`config.mk`:
```
export PLATFORM = sky130hd
export DESIGN_NAME = alu_issue_ctrl
export DESIGN_NICKNAME = d
export VERILOG_FILES = /design/src/rtl/alu_issue_ctrl.sv
export SDC_FILE = /design/constraint.sdc
export NUM_CORES = 1
export LEC_CHECK = 0
export ABC_CLOCK_PERIOD_IN_PS = 4500
export BUFFER_PORTS_ARGS = -buffer_cell sky130_fd_sc_hd__clkbuf_2
export CORE_MARGIN = 3
export CORE_UTILIZATION = 30
export DETAILED_ROUTE_END_ITERATION = 12
export PLACE_DENSITY_LB_ADDON = 0.3
export SYNTH_ARGS = -nofsm -noshare
export SYNTH_HDL_FRONTEND = slang
export SYNTH_SLANG_ARGS = --single-unit
```
`constraint.sdc`:
```
create_clock -name clk -period 4.5 [get_ports clk]
set_input_delay 0.225 -clock clk [delete_from_list [all_inputs] [get_ports clk]]
set_output_delay 0.225 -clock clk [all_outputs]
set_load 0.1 [all_outputs]
```
`src/rtl/alu_issue_ctrl.sv`:
```
// Command FIFO + registered response slot wrapped around the external 8-bit combinational ALU.
// Optional macro ALU_DIVZERO_CHK_EN adds rsp_err and forces 8'hFF on divide-by-zero captures.
module alu_issue_ctrl #(
    parameter  int DEPTH = 4,
    localparam int AW    = $clog2(DEPTH)
) (
    input  logic          clk,
    input  logic          reset,
    input  logic          cmd_valid,
    output logic          cmd_ready,
    input  logic [7:0]    cmd_a,
    input  logic [7:0]    cmd_b,
    input  logic [3:0]    cmd_sel,
    output logic [7:0]    alu_a,
    output logic [7:0]    alu_b,
    output logic [3:0]    alu_sel,
    input  logic [7:0]    alu_out,
    input  logic          alu_carry,
    output logic          rsp_valid,
    input  logic          rsp_ready,
    output logic [7:0]    rsp_data,
    output logic          rsp_carry,
    output logic [3:0]    rsp_sel,
    output logic [AW:0]   count
`ifdef ALU_DIVZERO_CHK_EN
    ,
    output logic          rsp_err
`endif
);

    typedef struct packed {
        logic [7:0] a;
        logic [7:0] b;
        logic [3:0] sel;
    } cmd_t;

    cmd_t          mem [DEPTH];
    cmd_t          head;
    logic [AW-1:0] wr_ptr, rd_ptr;
    logic          full, empty, push, pop;

    assign full      = (count == (AW+1)'(DEPTH));
    assign empty     = (count == '0);
    assign cmd_ready = !full;
    assign push      = cmd_valid && !full;
    // The slot is free either when empty or when its current result leaves this cycle.
    assign pop       = !empty && (!rsp_valid || rsp_ready);

    assign head    = mem[rd_ptr];
    assign alu_a   = empty ? 8'h00 : head.a;
    assign alu_b   = empty ? 8'h00 : head.b;
    assign alu_sel = empty ? 4'h0  : head.sel;

    always_ff @(posedge clk) begin
        if (push)
            mem[wr_ptr] <= '{a: cmd_a, b: cmd_b, sel: cmd_sel};
    end

    always_ff @(posedge clk) begin
        if (reset) begin
            wr_ptr <= '0;
            rd_ptr <= '0;
            count  <= '0;
        end else begin
            if (push) wr_ptr <= wr_ptr + 1'b1;
            if (pop)  rd_ptr <= rd_ptr + 1'b1;
            if (push && !pop)
                count <= count + 1'b1;
            else if (pop && !push)
                count <= count - 1'b1;
        end
    end

`ifdef ALU_DIVZERO_CHK_EN
    logic div_zero;
    assign div_zero = (head.sel == 4'b0011) && (head.b == 8'h00);
`endif

    always_ff @(posedge clk) begin
        if (reset) begin
            rsp_valid <= 1'b0;
            rsp_data  <= 8'h00;
            rsp_carry <= 1'b0;
            rsp_sel   <= 4'h0;
`ifdef ALU_DIVZERO_CHK_EN
            rsp_err   <= 1'b0;
`endif
        end else if (pop) begin
            rsp_valid <= 1'b1;
            rsp_carry <= alu_carry;
            rsp_sel   <= head.sel;
`ifdef ALU_DIVZERO_CHK_EN
            rsp_data  <= div_zero ? 8'hFF : alu_out;
            rsp_err   <= div_zero;
`else
            rsp_data  <= alu_out;
`endif
        end else if (rsp_ready) begin
            rsp_valid <= 1'b0;
        end
    end

endmodule

```
=== After elaboration in Yosys (flattened, before gate mapping) ===
Memories as Yosys holds them, arrays and structs flattened. A register that Yosys moved wholly into a read port is not among the register bits.
Index checks and enable logic that the tools add are counted.

* Equality and inequality tests: 1
* $add $sub $neg: 4
* Reductions and logical operators: 13
* Mux-type cells: 11

{| class="wikitable"
|+ Operator list
! operator !! number
|-
| $mux W8 || 2
|-
| $mux W3 || 2
|-
| $logic_not A1 Y1 || 5
|-
| $add A2 B1 Y2 const B || 2
|-
| $logic_and A1 B1 Y1 || 4
|-
| $mux W1 || 4
|-
| $mux W2 || 2
|-
| $mux W4 || 1
|-
| $reduce_bool A2 Y1 || 2
|-
| $add A3 B1 Y3 const B || 1
|-
| $eq A3 B3 Y1 const B || 1
|-
| $logic_not A3 Y1 || 1
|-
| $sub A3 B1 Y3 const B || 1
|-
| $logic_or A1 B1 Y1 || 1
|}

* Logic and storage cells: 37
* Bits in registers: 21
* Bits in writable memories: 80
* Output and inout port bits: 38
* Memories kept: 1
* Input bits: 33

{| class="wikitable"
|+ Memory list
! name !! depth !! width !! rd ports !! clocked after Yosys merged registers in !! wr ports !! line !! text
|-
| mem || 4 || 20 || 1 || 1 || 1 || 37 || <nowiki>cmd_t mem [DEPTH];</nowiki>
|}

=== Logic depth before layout (Yosys ltp) ===
* Depth after elaboration: 7
* Mapped depth: 10

=== Least setup slack after synthesis ===
Ideal clock, no wire load.

* Path type: register to register
* Start point: reg count[0]
* End point: mem mem[0][0] (netlist name) (enable)
* Arrival: 2.616 ns
* Setup time: 0.378 ns
* Slack: 1.506 ns
* Stages on the path, launching flop included: 4
* Required time: 4.122 ns
* Clock period less this slack: 2.994 ns
* Cell sequence: dfxtp_1 > nor3b_2 > inv_1 > and3_1

* Cells in the longest elaborated chain, start to end: 5

{| class="wikitable"
|+ RTL lines
! what !! line !! text
|-
| from (decl) || 24 || <nowiki>output logic [AW:0] count</nowiki>
|-
| from (signal assigned) || 68 || <nowiki>count <= count + 1'b1;</nowiki>
|-
| from (signal assigned) || 70 || <nowiki>count <= count - 1'b1;</nowiki>
|-
| $eq A3 B3 Y1 || 42 || <nowiki>assign full = (count == (AW+1)'(DEPTH));</nowiki>
|-
| $logic_not A1 Y1 || -- ||
|-
| named net cmd_ready || 10 || <nowiki>output logic cmd_ready,</nowiki>
|-
| $logic_and A1 B1 Y1 || 45 || <nowiki>assign push = cmd_valid && !full;</nowiki>
|-
| $mux W1 || 55 || <nowiki>if (push)</nowiki>
|-
| $mux W1 (implied by the code) || 56 || <nowiki>mem[wr_ptr] <= '{a: cmd_a, b: cmd_b, sel: cmd_sel};</nowiki>
|-
| to (decl) || 37 ||
|}

The timed path passes the listed nets, and every way through them passes these cells.

==> metrics <==
Die ar. 15000 um^2; RD Place Congestion 0.636; Initial Utilization 0.315; Port Buffers 70; Worst R2R Setup Slack 2.09 ns; Max-slew headroom 0.310; crit-path max FO 20; clock skew 0.00704 ns; R2R depth 9; DPL Wire Length 5.11 mm; Post-CTS Hold Buffers 0; register area share after synthesis 0.704; Setup Fix Bufs, Post-CTS 0; Longest Clk Path Bufs 2; r2r startpoint count[0]; Die Width 122 um; Residual DRC 0; largest net degree at the start of global routing 36; status completed; Final Max Tran Viols 0; DRT Pass-1 Iters 4; Routed WL 8.19 mm; R2R Path End count[2]; Filler cells 1240; Via Count 2292; hold endpoint mem[3][4]; antenna violations before repair 0; CTS tree done; first-pass GRT wire length 12.6 mm; clock root buffer clkbuf_16; Synth Area per Inst 16.9 um^2; Worst-Margin Slew 1.03 ns; min-delay worst type in2reg; synth warn 0; RSZ-0062 raised after global routing no; DR iter-0 viols 89; PostCTS Resize Cnt 0; post-synth top area share 0.591; CP Capture Type output pin; Area contributors post-synth edfxtp_1, dfxtp_1, mux4_1, mux4_2, and2_1; final antenna-violating net count 0; hold path startpoint cmd_b[0]; fin nets 353; Final WS setup 1.92 ns; clk sink count 103; Net Count, Synth 280; Die H 122 um; WL/cell 16.7 um; final cycle utilization of the critical path 0.572; CORE AREA 12900 um^2; Netlist cell types 26; Final Setup Violations 0; TritonCTS buffer count 9; Arr. time, crit path 2.35 ns; Synth Flop Type edfxtp_1; clock slew at reported path FFs 0.08 ns; Total Routing Usage GR 0.113; Rows 41; layout cell share with drive strength beyond 1 0.329; Max-Cap Viols 0; CP startpoint kind flip-flop; Antenna Cells 0; vias in the first global route 2321; fmax 0.388 GHz; Ports 71; slowest CP cell dfxtp_1; Tmin final 2.58 ns; worst path cell trace mux4_2, and2_1, clkbuf_2; vias per cell 4.67; largest stage delay on the critical path 1.00 ns; Synth Register Bits 103; Post-synth ARST share 0; Cell Area, Synth 4070 um^2; clk_lat worst skew 0.34 ns; post-synth top area cell edfxtp_1; Fin Setup TNS 0 ns; pre-CTS WS 2.08 ns; H-tree depth 3; area delta synth->final 20.1%; Syn Inst Count 241; Worst Path Required 4.28 ns; Post-synth EDFFs 80; final hold violations 0; hold path cells 1; GR Overflow Total 0; kind of critical path reg2out
==> cells in the final DEF (no fill, tap or decap), drive strengths merged <==
cell type	synthesis	final
edfxtp	80	80
clkbuf	5	79
dfxtp	23	23
and2	20	20
mux4	20	20
a21oi	19	19
o21ai	17	17
nand3	16	16
inv	5	8
buf	9	6
ha	5	5
nor2	4	4
and3	4	4
or3	3	3
clkinv	0	3
nor2b	2	2
xor2	2	2
nor3b	1	1
nand2b	1	1
nand2	1	1
nor3	1	1
mux2i	1	1
mux2	1	1
fa	1	1
clkinvlp	0	1
==> how the worst max path moves through the flow <==
stage,startpoint,to,slack (ns),cells after the start
2_1_floorplan,count[0],mem[0][0],1.51,3
3_3_place_gp,count[0],count[2],2.15,9
3_5_place_dp,count[0],count[2],2.08,9
4_1_cts,flip-flop,alu_sel[1],1.86,3
5_1_grt,flip-flop,alu_sel[2],1.77,3
6_report,flip-flop,alu_sel[1],1.92,3
==> critical path: cells and delay by family (launching register included) <==
kind                   cells  cell delay [ns]
flip-flops                 1             1.00
multiplexers               1             0.39
buffers and inverters      1             0.46
AND/OR/NAND/NOR            1             0.16
==> per-stage QoR <==
step           instance area, um^2  utilization  std cells  hold slack (ns)
2_1_floorplan                 4070            -        241            0.294
3_3_place_gp                  4600        0.355        475            0.440
3_5_place_dp                  4600        0.355        475            0.451
4_1_cts                       4890        0.378        491           0.0929
5_1_grt                       4890        0.378        491           0.0904
6_report                      4890        0.378        491            0.103
==> synthesized netlist by cell type (all sizes together) (3+ instances only) <==
master  instances
edfxtp         80
and2           20
o21ai          17
a21oi          19
inv             5
nor2            4
dfxtp          23
and3            4
clkbuf          5
mux4           20
buf             9
or3             3
nand3          16
ha              5
==> metal layers <==
layer | part of all wire | wire (um) | GRT usage | vias to the layer above
li1 | - | - | - | 1078
met1 | 0.44 | 3560 | 0.139 | 1139
met2 | 0.49 | 3980 | 0.190 | 69
met3 | 0.072 | 586 | 0.0429 | 6
met4 | 0.0070 | 57 | 0.0252 | 0
met5 | 0 | 0 | 0 | -
==> registers in the layout (all words and copies together) (netlist names), named ones only <==
signal and cells:
mem 80, rsp_data 8, rsp_sel 4, count 3
rd_ptr 2, wr_ptr 2, rsp_carry 1, rsp_valid 1
==> area by class of cell <==
type / count / area, um^2 / share of cell area
clock buffer: 9 / 225 / 0.0461
clock inverter: 7 / 66.3 / 0.0136
inverter: 5 / 18.8 / 0.00384
multi-input combinational: 119 / 1100 / 0.226
sequential: 103 / 2860 / 0.586
tap: 172 / 215 / 0.0440
timing repair buffer: 76 / 395 / 0.0809
==> kinds of logic after synthesis <==
logic type	count (synthesis)	share of synthesized area
compound gates	36	0.0443
xor+xnor	2	0.00431
fa+ha+maj	6	0.0203
buf+inv	19	0.0249
flops	103	0.704
mux	22	0.125
simple gates	53	0.0772
Power is not shown: default switching activity piles up to over one toggle a cycle in this logic, so the estimate is an artifact.
